**src/rtl/inst_rom_arbiter.sv**
```systemverilog
// Per-cycle arbiter sharing one combinational instruction ROM between fetch and the data side.
// Grants are combinational; ROM data is registered into a per-port response one cycle later.
module inst_rom_arbiter #(
    parameter int ADDR_W     = 32,
    parameter int DATA_W     = 32,
    parameter int STARVE_MAX = 3
) (
    input  logic              clk,
    input  logic              rst,
    input  logic              if_req_i,
    input  logic [ADDR_W-1:0] if_addr_i,
    output logic              if_gnt_o,
    output logic              if_rvalid_o,
    output logic [DATA_W-1:0] if_rdata_o,
    input  logic              mem_req_i,
    input  logic [ADDR_W-1:0] mem_addr_i,
    output logic              mem_gnt_o,
    output logic              mem_rvalid_o,
    output logic [DATA_W-1:0] mem_rdata_o,
    input  logic              flush_i,
    output logic              rom_ce_o,
    output logic [ADDR_W-1:0] rom_addr_o,
    input  logic [DATA_W-1:0] rom_inst_i,
    output logic              stallreq_if_o
);
    localparam int NUM_PORTS = 2;  // port 0 = fetch, port 1 = mem
    localparam int CNT_W     = $clog2(STARVE_MAX + 1);
    localparam logic [CNT_W-1:0] CNT_MAX = CNT_W'(STARVE_MAX);

    logic                              if_elig, mem_elig, both_elig;
    logic                              if_gnt, mem_gnt;
    logic [CNT_W-1:0]                  starve_q, starve_d;
    logic [NUM_PORTS-1:0]              gnt;
    logic [NUM_PORTS-1:0]              rvalid_q;
    logic [NUM_PORTS-1:0][DATA_W-1:0]  rdata_q;

    assign if_elig   = if_req_i & ~flush_i;
    assign mem_elig  = mem_req_i;
    assign both_elig = if_elig & mem_elig;

    // Mem wins contention until fetch has lost STARVE_MAX times in a row.
    always_comb begin
        if_gnt  = 1'b0;
        mem_gnt = 1'b0;
        if (!rst) begin
            if (both_elig) begin
                if (starve_q == CNT_MAX) if_gnt  = 1'b1;
                else                     mem_gnt = 1'b1;
            end else begin
                if_gnt  = if_elig;
                mem_gnt = mem_elig;
            end
        end
    end

    always_comb begin
        starve_d = starve_q;
        if (if_gnt || !if_req_i)
            starve_d = '0;
        else if (both_elig && mem_gnt && starve_q != CNT_MAX)
            starve_d = starve_q + CNT_W'(1);
    end

    always_ff @(posedge clk or posedge rst) begin
        if (rst) starve_q <= '0;
        else     starve_q <= starve_d;
    end

    assign gnt           = {mem_gnt, if_gnt};
    assign if_gnt_o      = if_gnt;
    assign mem_gnt_o     = mem_gnt;
    assign rom_ce_o      = if_gnt | mem_gnt;
    assign rom_addr_o    = if_gnt ? if_addr_i : (mem_gnt ? mem_addr_i : '0);
    assign stallreq_if_o = ~rst & if_req_i & ~if_gnt & ~flush_i;

    genvar p;
    generate
        for (p = 0; p < NUM_PORTS; p++) begin : g_rsp
            always_ff @(posedge clk or posedge rst) begin
                if (rst) begin
                    rvalid_q[p] <= 1'b0;
                    rdata_q[p]  <= '0;
                end else begin
                    rvalid_q[p] <= gnt[p];
                    if (gnt[p]) rdata_q[p] <= rom_inst_i;
                end
            end
        end
    endgenerate

    assign if_rvalid_o  = rvalid_q[0];
    assign if_rdata_o   = rdata_q[0];
    assign mem_rvalid_o = rvalid_q[1];
    assign mem_rdata_o  = rdata_q[1];
endmodule
```
**config.mk**
```make
export PLATFORM = sky130hd
export DESIGN_NAME = inst_rom_arbiter
export DESIGN_NICKNAME = d
export VERILOG_FILES = /design/src/rtl/inst_rom_arbiter.sv
export SDC_FILE = /design/constraint.sdc
export NUM_CORES = 1
export LEC_CHECK = 0
export CORE_MARGIN = 2
export CORE_UTILIZATION = 36
export DETAILED_ROUTE_END_ITERATION = 12
export PLACE_DENSITY = 0.83
export RECOVER_POWER = 25
export SETUP_SLACK_MARGIN = 0.2
export SLEW_MARGIN = 40
export SYNTH_ARGS = -nofsm -noshare
export SYNTH_HDL_FRONTEND = slang
export SYNTH_SLANG_ARGS = --single-unit
```
**constraint.sdc**
```tcl
create_clock -name clk -period 3.1 [get_ports clk]
set_input_delay 0.62 -clock clk [delete_from_list [all_inputs] [get_ports clk]]
set_output_delay 0.62 -clock clk [all_outputs]
set_load 0.02 [all_outputs]
```
==> metrics, run 1 <==
outcome finished with violations; failing checks capacitance limit, slew limit; RSZ-0062 raised after global routing yes; most common cell after layout, fill and taps aside clkdlybuf4s50_1; clock latency on the worst-skew pair around 0.34 ns; leakage power 2.39 nW; VDD IR-drop max approximately 350 uV; post-synthesis xor/xnor area fraction 0%; hold_sp mem_rdata_o[24]$_DFFE_PP0N_; DR WL/cell ~18 um; Max stage delay on crit path around 0.57 ns; DRC Markers 0; die height 96.2 um; Max Clock Skew 0.00659 ns; cell accounting for the most synthesized area dfrtp_1; DR vias/cell 4.94; share of cells above drive strength 1 32.5%; routed wire length 9710 um; Initial Util 37.2%; Slew Viols, Final 69; Final Cycle Share 93.9%; largest family of logic cells by synthesized area multiplexers; worst r2r src starve_q[0]$_DFFE_PP0P_; Synth area leaders dfrtp_1 56%, mux2_4 17%, mux2_2 11%; drt initial violations 60; CTS buffer count 9; compound-gate portion of the synthesized area 10.1%; Non-Filler Instances between 500 and 600; DIE AREA between 9000 and 10000 sq um; Synth Area in Adders 0.409%; register clock-pin slew on the reported worst setup and hold paths 0.07 ns; mux contribution to synthesized area 27.7%; Buf/Inv on CP 5; HPWL after DPL 7290 um; Final min period 2.91 ns; CTS tree yes; Tightest Pin Transition 1.62 ns; Ys Warns 0; Top delay family on crit path buffers and inverters; syn nets slightly below 300; Endpoint, Worst Hold mem_rdata_o[24]$_DFFE_PP0N_; first-pass GRT wire length 14000 um; synth unique cells 21; max cap viols 1; critical path, cell by cell dlygate4sd3_1, buf_4, nor3b_4, buf_4, buf_12, a22o_1, clkdlybuf4s15_1; # diodes 0; 1st-pass router iterations 5; GPL Wtd Cong 0.684; Syn-to-layout area delta 76.6%; HP Class register to register; relative slew slack -7.92%; Worst Path Max Fanout 19; r2r setup slk 1.19 ns; Critical Path Sink Type output pin; Mapped Cells 195; H-Tree Depth 3; Yosys reg bits a little under 70; clock net sink count 68; chip width between 90 and 100 um; routed vias 2596; site row count 33; buffer depth of the longest clock path 2; worst hold path cell count 1; final core utilization between 60 and 70%; IO Pins around 200; Crit path required time around 2.5 ns; grt total ovfl 0; RR Endpoint if_rdata_o[23]$_DFFE_PP0P_; dpl cells 507; post-synthesis cell area 3060 sq um; TNS Setup 0 ns; CP arrival ~2.3 ns; WS Path Type input port to output pin; core area 8220 sq um; final net count 518; most frequent cells in the layout 166 x clkdlybuf4s50_1, 68 x dfrtp_1, 34 x mux2_4; synthesized area per cell 15.7 sq um; Routed Antenna Nets 0; Reg2Reg Depth 7; pwr/cell area between 500 and 600 nW/um^2; antenna violations before repair 0; number of global-route vias before repair 2648; fill cell count about 630; Crit-path slowest cell dlygate4sd3_1; post-synth top area share a little under three fifths; crit start category input port; number of buffers added on ports a little over 200; Post-Synth Simple-Gate Area approximately 2.3%; final setup fails 0; sequential area share after synthesis roughly 56%; cell mode on critical path buf_4; largest net degree at the start of global routing between 60 and 70; Total GRT Usage 20.3%; clock root buffer clkbuf_8; Max Freq 0.343 GHz; Final Hold Viols 0
[timing repair]
item,in CTS,in global routing
endpoints found under the setup margin,34,34
gates resized for setup,61,51
hold buffers,0,0
gates cloned,1,0
setup buffers,2,0
[kinds of logic (layout without fill, tap and decap cells)]
| logic type | after synthesis | in the layout |
|---|---|---|
| DFF | 68 | 68 |
| muxes | 64 | 64 |
| AOI/OAI and AO/OA | 37 | 37 |
| buffers and inverters | 15 | 241 |
| and+or+nand+nor | 10 | 10 |
| adders and majority gates | 1 | 1 |
[per-stage QoR]
stage / power, mW / setup slack (ns) / instance area [sq um] / hold slack [ns]
global route: 3.04 / 0.116 / 5400 / 0.524
global placement: 2.17 / -0.0924 / 5320 / 0.489
finish: 2.90 / 0.188 / 5400 / 0.508
floorplan: 1.62 / 0.439 / 3060 / 0.525
CTS: 2.94 / 0.204 / 5550 / 0.510
detailed placement: 2.20 / -0.0893 / 5320 / 0.494
[synthesized netlist by cell type]
library cell / number
nand3b_1: 1
a22o_1: 32
mux2_4: 34
buf_8: 1
nand3_1: 1
inv_1: 1
buf_6: 4
o21ai_0: 2
buf_4: 2
nor3b_2: 1
a21oi_1: 1
a21boi_0: 2
mux2_2: 30
nor2b_2: 1
and3_1: 1
ha_1: 1
nor2b_4: 1
buf_2: 7
dfrtp_1: 68
nand2b_1: 1
nor2_1: 3
[report_power, final]
group          internal [mW]  switching [mW]  total, mW  leakage, nW
registers               1.04          0.0843       1.13        0.814
clock network          0.396           0.338      0.734       0.0999
logic                  0.591           0.445       1.04         1.48
[per-layer routing]
layer | part of all wire (%) | GRT usage [%] | vias to the layer above
met5 | 0 | 0 | -
met4 | 1.3 | 5.71 | 0
met3 | 9.3 | 7.99 | 18
met2 | 50 | 32.3 | 124
met1 | 39 | 25.5 | 1283
li1 | - | - | 1171
[cell type report]
type	instances	area (sq um)	share of cell area, %
inverter	1	7.51	0.139
clock buffer	11	141	2.62
clock inverter	5	60.1	1.11
tap	105	131	2.43
sequential	68	1700	31.5
timing repair buffer	224	2100	38.9
multi-input combinational	112	1260	23.3
[how the worst max path moves through the flow]
| stage | endpoint | depth (start not counted) | startpoint | slack [ns] |
|---|---|---|---|---|
| 2_1_floorplan | stallreq_if_o | 2 | rst | 0.44 |
| 3_3_place_gp | rom_addr_o[3] | 7 | flush_i | -0.09 |
| 3_5_place_dp | rom_addr_o[17] | 6 | if_req_i | -0.09 |
| 4_1_cts | rom_addr_o[27] | 7 | if_req_i | 0.20 |
| 5_1_grt | rom_addr_o[15] | 7 | rst | 0.12 |
| 6_report | rom_addr_o[15] | 7 | rst | 0.19 |
[state kept, by name, summed over array words and instances (netlist names)]
register,cells
mem_rvalid_o,1
if_rdata_o,32
if_rvalid_o,1
starve_q,2
mem_rdata_o,32
No activity file was read; power rests on OpenSTA's default activity.
==> run 2, diff against run 1 <==
--- a/config.mk
+++ b/config.mk
@@ -6,9 +6,9 @@
 export NUM_CORES = 1
 export LEC_CHECK = 0
 export CORE_MARGIN = 2
-export CORE_UTILIZATION = 36
+export CORE_UTILIZATION = 39
 export DETAILED_ROUTE_END_ITERATION = 12
-export PLACE_DENSITY = 0.83
+export PLACE_DENSITY = 0.88
 export RECOVER_POWER = 25
 export SETUP_SLACK_MARGIN = 0.2
 export SLEW_MARGIN = 40
==> constraint.sdc (replaced) <==
create_clock -name clk -period 3.55 [get_ports clk]
set_input_delay 0.71 -clock clk [delete_from_list [all_inputs] [get_ports clk]]
set_output_delay 0.71 -clock clk [all_outputs]
set_load 0.02 [all_outputs]
==> run 2 against run 1 <==
The run still ends with capacitance limit, slew limit left. Power shrank 16%. Critical path depth decreased by 2. Count of clock-buffer cells in the layout unchanged. Critical path type unchanged. Highest routed layer unchanged.
==> metrics, run 2 (synthesis gave the netlist of run 1 again) <==
Total GRT Usage 20.6% (+0.33 points); buffer depth of the longest clock path 2 (unchanged); WS Path Type input port to output pin; Flop pwr share 40.6% (+1.7 points); Slew Viols, Final 69 (unchanged); failing checks capacitance limit, slew limit; Tightest Pin Transition 1.62 ns (+0.00352 ns); Max stage delay on crit path 0.63 ns (+0.06 ns); clock root buffer clkbuf_8; RSZ-0062 raised after global routing no; Crit-path slowest cell clkdlybuf4s50_1; clock net sink count 68 (unchanged); number of buffers added on ports 202 (unchanged); pwr/cell area 454 nW/um^2 (-15%); DIE AREA 8570 sq um (-7.4%); clock power share 22.9% (-2.4 points); Post-CTS Setup Inserts 0 (-2); Critical Path Sink Type output pin; 1st-pass router iterations 4 (-1); Worst Path Max Fanout 39 (+20); IO Pins 203 (unchanged); routed wire length 8670 um (-11%); Endpoint, Worst Hold mem_rdata_o[18]$_DFFE_PP0N_; most frequent cells in the layout 168 x clkdlybuf4s50_1, 68 x dfrtp_1, 34 x mux2_4; final net count 506 (-2.3%); CP arrival 2.56 ns (+0.27 ns); Final Hold Viols 0 (unchanged); pre-CTS setup slack 0.118 ns (+0.207 ns); max cap viols 1 (unchanged); chip width 92.6 um (-3.8%); Reg2Reg Depth 6 (-1); outcome finished with violations; first-pass GRT wire length 13700 um (-2.1%); # diodes 0 (unchanged); share of cells above drive strength 1 22.5% (-10 points); clock latency on the worst-skew pair 0.33 ns (about the same); Final min period roughly 3.3 ns; Power Internal 1.71 mW (-16%); core area 7650 sq um (-6.9%); die height 92.6 um (-3.8%); Max Clock Skew 0.00397 ns (-0.00262 ns); Final Cell Area 5350 sq um (-0.97%); Area after DPL 5220 sq um (-1.9%); H-Tree Depth 3 (unchanged); final setup fails 0 (unchanged); RR Endpoint if_rdata_o[16]$_DFFE_PP0P_; DRC Markers 0 (unchanged); number of global-route vias before repair 2651 (+0.11%); CTS tree yes; grt total ovfl 0 (unchanged); leakage power 2.39 nW (-0.23%); Initial Util 40.0% (+2.8 points); relative slew slack -8.15% (-0.23 points); GPL Wtd Cong 0.746 (+9.1%); largest net degree at the start of global routing 69 (unchanged); most common cell after layout, fill and taps aside clkdlybuf4s50_1; Syn-to-layout area delta 74.9%; hold_sp mem_rdata_o[18]$_DFFE_PP0N_; crit start category input port; r2r setup slk 1.53 ns (+0.34 ns); Max Freq 0.306 GHz; TNS Setup 0 ns (unchanged); Crit path required time 2.84 ns (+0.36 ns); Sw Share 29.7% (-0.26 points); combinational share of power 36.5% (+0.7 points); antenna violations before repair 0 (unchanged); worst hold path cell count 1 (unchanged); Final Cycle Share between 90% and 100%; post-route worst setup slack 0.277 ns (+0.0892 ns); HP Class register to register; final core utilization 69.9% (+4.2 points); drt initial violations 44 (-27%); HPWL after DPL 6660 um (-8.7%); DR vias/cell 4.87 (-1.4%); VDD IR-drop max 339 uV (-2.2%); register clock-pin slew on the reported worst setup and hold paths 0.06 ns (about the same); routed vias 2482 (-4.4%); DR WL/cell 17.0 um (-7.9%); Routed Antenna Nets 0 (unchanged); critical path, cell by cell dlygate4sd3_1, nand2b_1, a21oi_4, buf_12, clkdlybuf4s50_1; Psw 720 uW (-17%); worst r2r src starve_q[0]$_DFFE_PP0P_; CTS buffer count 9 (unchanged); site row count 32 (-3.0%)
-- run 2: changes by cell type in the layout (fill, tap and decap cells not counted), moves of 2 or more --
| cell | change |
|---|---|
| clkdlybuf4s50_1 | +2 |
| buf_12 | -2 |
| buf_4 | -9 |
| dlygate4sd2_1 | +31 |
| clkbuf_2 | -20 |
| buf_2 | -11 |
-- run 2: power by group through the flow --
stage	clock network (mW)	registers (mW)	logic, mW
floorplan	0	1.16	0.252
global placement	0	0.992	0.893
detailed placement	0	0.999	0.906
CTS	0.582	0.987	0.896
global route	0.616	1.01	0.930
finish	0.555	0.986	0.886
-- run 2: worst max path at each step --
stage | slack [ns] | start | to
global route | 0.19 | rst | mem_gnt_o
floorplan | 0.24 | rst | stallreq_if_o
detailed placement | 0.12 | if_req_i | rom_addr_o[30]
global placement | 0.16 | if_req_i | rom_addr_o[4]
CTS | 0.26 | if_req_i | if_gnt_o
finish | 0.28 | rst | mem_gnt_o
-- run 2: per-layer routing --
metal  global-route usage, %  wire [um]  vias up  part of all wire (%)
met5                       0          0        -                     0
met4                    6.09         95        0                   1.1
met3                    6.67        676       11                   7.8
met2                    33.9       4400      114                    51
met1                    26.0       3500     1215                    40
li1                        -          -     1142                     -
-- run 2: final cells by class --
class                           count  area (sq um)
Sequential cell                    68          1700
Multi-Input combinational cell    112          1260
Tap cell                          102           128
Inverter                            1          3.75
Clock buffer                       11           151
Timing Repair Buffer              212          2080
Fill cell                         571          2300
Clock inverter                      4          25.0
-- run 2: critical path, delay by kind of cell --
family	cells	cell delay (ns)
buffers and inverters	3	1.46
AND/OR/NAND/NOR	1	0.20
AO/OA/AOI/OAI	1	0.16
-- run 2: timing repair --
action                                 in CTS  in global routing
hold buffers                                0                  0
setup endpoints to repair                  32                  1
resized for setup                          32                  1
endpoints found under the hold margin       0                  0
-- run 2: metrics by stage --
stage | power (mW) | hold WS [ns] | instances
3_5_place_dp | 1.91 | 0.493 | 495
4_1_cts | 2.47 | 0.512 | 510
3_3_place_gp | 1.88 | 0.489 | 495
5_1_grt | 2.55 | 0.524 | 510
2_1_floorplan | 1.41 | 0.525 | 195
6_report | 2.43 | 0.508 | 510
==> run 3, diff against run 2 <==
--- a/config.mk
+++ b/config.mk
@@ -7,6 +7,7 @@
 export LEC_CHECK = 0
 export CORE_MARGIN = 2
 export CORE_UTILIZATION = 39
+export CTS_BUF_LIST = sky130_fd_sc_hd__clkbuf_16
 export DETAILED_ROUTE_END_ITERATION = 12
 export PLACE_DENSITY = 0.88
 export RECOVER_POWER = 25
==> run 3 against run 2 <==
The flow still finishes with violations (capacitance limit, slew limit). Via count grew 0.52%. Power is 8.8% higher. Sequential power about the same. Combinational power barely moved. Highest routed layer unchanged.
==> metrics, run 3 (synthesis gave the netlist of run 1 again) <==
Critical Path Sink Type output pin; CP arrival 2.56 ns (about the same); H-Tree Depth 3 (unchanged); most common cell after layout, fill and taps aside clkdlybuf4s50_1; Post-CTS Setup Inserts 0 (unchanged); CTS buffer count 9 (unchanged); WS Path Type input port to output pin; final net count 506 (unchanged); Endpoint, Worst Hold mem_rdata_o[18]$_DFFE_PP0N_; Final Hold Viols 0 (unchanged); Tightest Pin Transition 1.63 ns (+0.0112 ns); site row count 32 (unchanged); Routed Antenna Nets 0 (unchanged); routed wire length 8810 um (+1.6%); die height 92.6 um (unchanged); r2r setup slk 1.51 ns (-0.02 ns); 1st-pass router iterations 4 (unchanged); number of global-route vias before repair 2680 (+1.1%); Total GRT Usage 21.3% (+0.65 points); Final min period 3.27 ns (-0.000571 ns); buffer depth of the longest clock path 2 (unchanged); DR vias/cell 4.89 (+0.52%); Slew Viols, Final 69 (unchanged); cts hold-fix bufs 0 (unchanged); HP Class register to register; Crit path required time 2.84 ns (about the same); final setup fails 0 (unchanged); number of buffers added on ports 202 (unchanged); antenna violations before repair 0 (unchanged); failing checks capacitance limit, slew limit; CTS tree yes; first-pass GRT wire length 14000 um (+2.2%); max cap viols 1 (unchanged); chip width 92.6 um (unchanged); outcome finished with violations; hold_sp mem_rdata_o[18]$_DFFE_PP0N_; GPL Wtd Cong 0.746 (unchanged); final core utilization 71.0% (+1.1 points); clock net sink count 68 (unchanged); DRC Markers 0 (unchanged); Final Cell Area 5430 sq um (+1.5%); Final Cycle Share 92.2% (about the same); RSZ-0062 raised after global routing no; most frequent cells in the layout 168 x clkdlybuf4s50_1, 68 x dfrtp_1, 34 x mux2_4; Max Freq 0.306 GHz (about the same); leakage power 2.42 nW (+1.5%); DIE AREA 8570 sq um (unchanged); IO Pins 203 (unchanged); FF/Latch Area 1700 sq um (unchanged); clock root buffer clkbuf_16; core area 7650 sq um (unchanged); fill cell count 556 (-2.6%); RR Endpoint if_rdata_o[16]$_DFFE_PP0P_; register clock-pin slew on the reported worst setup and hold paths 0.05 ns (about the same); worst hold path cell count 1 (unchanged); Area after DPL 5220 sq um (unchanged); Max Clock Skew 0.00581 ns (+0.00184 ns); Worst Path Max Fanout 39 (unchanged); Initial Util 40.0% (unchanged); crit start category input port; largest net degree at the start of global routing 69 (unchanged); share of cells above drive strength 1 22.1% (-0.49 points); drt initial violations 43 (-2.3%); clock latency on the worst-skew pair 0.32 ns (about the same); VDD IR-drop max 354 uV (+4.3%); HPWL after DPL 6660 um (unchanged); Reg2Reg Depth 6 (unchanged); DR WL/cell 17.3 um (+1.6%); Syn-to-layout area delta 77.5%; Multi-input gate area 1260 sq um (unchanged); relative slew slack -8.90% (-0.75 points); TNS Setup 0 ns (unchanged); routed vias 2495 (+0.52%); grt total ovfl 0 (unchanged); worst r2r src starve_q[0]$_DFFE_PP0P_; # diodes 0 (unchanged); pwr/cell area 486 nW/um^2 (+7.2%); total power draw 2.64 mW (+8.8%)
run 3: worst max-delay path by stage:
stage              from             end  slack (ns)  cells after the start
4_1_cts        if_req_i        if_gnt_o        0.26                      5
6_report            rst       mem_gnt_o        0.28                      5
2_1_floorplan       rst   stallreq_if_o        0.24                      2
3_5_place_dp   if_req_i  rom_addr_o[30]        0.12                      6
5_1_grt             rst       mem_gnt_o        0.19                      5
3_3_place_gp   if_req_i   rom_addr_o[4]        0.16                      6
run 3: layer usage:
metal / vias up / global-route usage, % / share of wire (%)
li1: 1142 / - / -
met1: 1238 / 26.5 / 41
met2: 106 / 35.0 / 51
met3: 9 / 7.89 / 7.2
met4: 0 / 5.35 / 0.89
met5: - / 0 / 0
run 3: worst max-delay path: stages:
cell and delay (ns):
dlygate4sd3_1 0.61, nand2b_1 0.20, a21oi_4 0.16, buf_12 0.22
clkdlybuf4s50_1 0.63
run 3: final cells by class:
cell class,instances,area share [%]
inverters,1,0.0691
clock inverters,6,0.599
well taps,102,2.35
repair buffers,212,38.3
clock buffers,9,4.15
flip-flops and latches,68,31.3
multi-input cells,112,23.2
run 3: timing repair:
action | CTS | global route
endpoints found under the setup margin | 32 | 1
resized for setup | 32 | 1
endpoints found under the hold margin | 0 | 0
run 3: where the power goes:
part	internal [mW]	switching [mW]	leakage, nW
clock	0.460	0.305	0.122
sequential	0.913	0.0749	0.814
combinational	0.510	0.377	1.49
run 3: stage by stage:
step           setup slack [ns]  instances  hold slack, ns
2_1_floorplan             0.238        195           0.525
5_1_grt                   0.188        510           0.520
3_3_place_gp              0.163        495           0.489
4_1_cts                   0.256        510           0.508
3_5_place_dp              0.118        495           0.493
6_report                  0.277        510           0.505
==> RTL change 1 (config.mk and constraints of run 3) <==
`STARVE_MAX`: 3 -> 6.
--- a/src/rtl/inst_rom_arbiter.sv
+++ b/src/rtl/inst_rom_arbiter.sv
@@ -5,3 +5,3 @@
     parameter int DATA_W     = 32,
-    parameter int STARVE_MAX = 3
+    parameter int STARVE_MAX = 6
 ) (
Check against the original RTL: not equivalent (a bounded check fails within 4 cycles, from zero or initial values and one cycle with rst high).
==> RTL change 1 against run 3 <==
Setup slack got worse by 0.040 ns; fmax fell by 1.2%; sequential cell count up 1; synthesized area is 2.5% lower; final area up 0.83%; largest power group unchanged; largest cell class unchanged; clock power grew 16%; wire length rose by 4.5%; power grew 3.0%; highest routed layer unchanged; critical path type unchanged.
==> RTL change 1: results <==
outcome:
  status: "finished clean"
power_and_ir_drop:
  vdd_drop_max_mv: 0.408
  leakagePower_uw: 0.00246
  net-switching-power_uw: 778
  clkPwrFrac: 0.327
cells_and_area:
  finalNonFillerCells: 519
  layout-drive-gt1-share: 0.183
  final.fill_count: 492
setup_path:
  cp_max_fo: 34
  rr_worst_depth: 7
  reg2reg_slack_ns: 1.32
  arrival_ns: 2.60
logic_synthesis:
  yosys.cell_types.count: 22
  ys_top_cells_by_area: "dfrtp_1 (58%), mux2_2 (18%), a22o_1 (9.4%)"
  synthTopCellsByCount: "dfrtp_1 (69), mux2_2 (47), a22o_1 (32), mux2_1 (17), buf_2 (6)"
  seq_area_frac_synth: 0.579
clocking:
  postCtsSetupRepairBufs: 2
  cts_resized: 27
global_route:
  grt_pass1_wl_um: 14700
  grt_usage: 0.224
place:
  dp_slack_ns: 0.105
  gp_congestion: 0.891
  hpwl_um: 7000
  place_inst: 500
sta:
  skew_ns: 0.00766
  holdWs_ns: 0.481
detailed_routing:
  routed_via_density: 4.92
  wl_per_cell_um: 17.7
min_path:
  min_to: "if_rdata_o[6]$_DFFE_PP0P_"
-- RTL change 1: stage by stage --
step	instance area (sq um)	util	power (uW)
final	5470	0.747	2720
after global routing	5470	0.747	2840
after CTS	5470	0.746	2760
after detailed placement	5150	0.703	1860
after global placement	5150	0.703	1840
after floorplan	2980	-	1370
-- RTL change 1: worst max path at each step --
stage / to / slack, ns / cells after the start
finish: mem_gnt_o / 0.24 / 6
CTS: rom_addr_o[31] / 0.20 / 6
detailed placement: rom_addr_o[9] / 0.10 / 6
global placement: rom_addr_o[9] / 0.15 / 6
global route: mem_gnt_o / 0.17 / 6
floorplan: if_rdata_o[0]$_DFFE_PP0P_ / 1.10 / 1
-- RTL change 1: cells by family after synthesis --
family | synth area share
flip-flops | 0.579
multiplexers | 0.242
AO/OA/AOI/OAI | 0.115
buffers and inverters | 0.0353
AND/OR/NAND/NOR | 0.0197
adder cells (fa/ha/maj) | 0.00839
-- RTL change 1: metal layers --
metal  track usage  wire, um  vias to the layer above
li1              -         -                     1178
met1         0.237      3400                     1232
met2         0.412      4840                      128
met3        0.0797       790                       17
met4        0.0745       177                        0
met5             0         0                        -
-- RTL change 1: worst reg2reg max path, cell delays in order (launching register included) --
cell and delay, ns:
dfrtp_1 0.41, inv_1 0.07, ha_1 0.17, nand2_1 0.16, a211oi_4 0.31, bufbuf_16 0.35
buf_4 0.26, mux2_2 0.38
-- RTL change 1: layout make-up --
type | count | area, sq um | area share
multi-input combinational | 116 | 1160 | 0.213
inverter | 4 | 15.0 | 0.00274
clock inverter | 7 | 78.8 | 0.0144
timing repair buffer | 215 | 2140 | 0.391
clock buffer | 9 | 225 | 0.0411
sequential | 69 | 1730 | 0.315
tap | 99 | 124 | 0.0226
==> RTL change 2 (settings of run 3) <==
Without the edit above. Reset style: synchronous (`rst`), changed in 2 clocked blocks.
--- a/src/rtl/inst_rom_arbiter.sv
+++ b/src/rtl/inst_rom_arbiter.sv
@@ -63,3 +63,3 @@
 
-    always_ff @(posedge clk or posedge rst) begin
+    always_ff @(posedge clk) begin
         if (rst) starve_q <= '0;
@@ -78,3 +78,3 @@
         for (p = 0; p < NUM_PORTS; p++) begin : g_rsp
-            always_ff @(posedge clk or posedge rst) begin
+            always_ff @(posedge clk) begin
                 if (rst) begin
Check against the original RTL: differs if rst is asserted again (counterexample within 4 cycles, from zero or initial values and one cycle with rst high); with rst held inactive, the same outputs for 10 cycles.
==> RTL change 2 against run 3 <==
Hold slack worse by 0.033 ns; synthesized area shrank 0.94%; final area rose by 1.2%; fmax fell by 2.9%; setup slack got worse by 0.099 ns; sequential cell count unchanged; utilization is 1.2 points higher; wire length rose by 32%; largest cell class unchanged; highest routed layer unchanged.
Power is not compared: it rests on default switching activity, and its combinational part moved more than twofold at a synthesized area within 25%.
==> RTL change 2: results <==
outcome:
  status: "finished clean"
logic_synthesis:
  seq_area_frac_synth: 0.449
  synth_fp_nets: 419
  ys.flop_type: "dfxtp_1"
  ys_top_cells_by_area: "dfxtp_1 (45%), mux2_2 (10%), a22o_1 (9.3%)"
  synth_top_area_cell: "dfxtp_1"
  synthArstFlopShare: 0
  yosys.cell_types.count: 28
sta:
  max_slew_margin: 0.619
  skew_ns: 0.00939
  holdWs_ns: 0.472
cells_and_area:
  layout-drive-gt1-share: 0.124
  nets: 615
min_path:
  hold_start: "if_rdata_o[10]$_SDFFE_PP0P_"
global_route:
  grt_usage: 0.271
  grt_use_met3: 0.0961
  antenna_found_initial: 1
  grt_max_degree: 57
  grt_pass1_wl_um: 17800
  use_met1: 0.277
setup_path:
  r2r_start: "starve_q[0]$_SDFFE_PP0P_"
  r2r-end: "mem_rdata_o[10]$_SDFFE_PP0N_"
  cp_max_fo: 16
  slowest_delay_ns: 0.53
  arrival_ns: 2.66
detailed_routing:
  vias: 3364
  wl_met3_um: 971
  route.met2.wl_um: 5950
  wl_met1_um: 4220
  wirelength_um: 11700
place:
  dpl_cell_area_sq_um: 5160
  gp_congestion: 0.861
  dp_slack_ns: -0.0477
  hpwl_um: 8590
[RTL change 2: cells by family (layout without fill, tap and decap cells)]
family | count (synthesis) | after routing | share of synthesized area
other cells | 0 | 1 | 0
mux | 32 | 32 | 0.119
simple gates | 79 | 79 | 0.153
compound gates | 103 | 103 | 0.220
buf+inv | 32 | 233 | 0.0504
flops | 68 | 68 | 0.449
fa+ha+maj | 2 | 2 | 0.00826
[RTL change 2: worst max path at each step]
stage / from / to / slack [ns] / cells past startpoint
3_3_place_gp: flush_i / rom_addr_o[23] / -0.03 / 6
2_1_floorplan: rst / rom_addr_o[12] / 0.93 / 5
4_1_cts: if_req_i / rom_addr_o[29] / 0.12 / 6
6_report: flush_i / rom_addr_o[28] / 0.18 / 7
3_5_place_dp: flush_i / rom_addr_o[28] / -0.05 / 6
5_1_grt: flush_i / rom_addr_o[28] / 0.16 / 7
[RTL change 2: cell type report]
cell class	instances	area, sq um
antenna	1	2.50
timing repair buffer	215	2130
multi-input combinational	216	1520
inverter	2	7.51
tap	102	128
clock inverter	7	114
sequential	68	1360
fill	608	2110
clock buffer	9	225
[RTL change 2: through the flow]
stage	std cells	power, uW
floorplan	316	1020
global placement	601	1280
detailed placement	601	1290
CTS	618	2300
global route	620	2360
finish	620	2270
[RTL change 2: timing repair]
| action | CTS | global route |
|---|---|---|
| setup endpoints to repair | 33 | 18 |
| cloned | 1 | 0 |
| buffers inserted | 0 | 1 |
| resized for setup | 33 | 12 |
| pin swaps | 1 | 1 |
[RTL change 2: worst register-to-register path: cells and delay by family, from the launching register on]
family	cells	cell delay (ns)
simple gates	2	0.35
fa+ha+maj	1	0.25
mux	1	0.42
buf+inv	2	0.56
flops	1	0.33
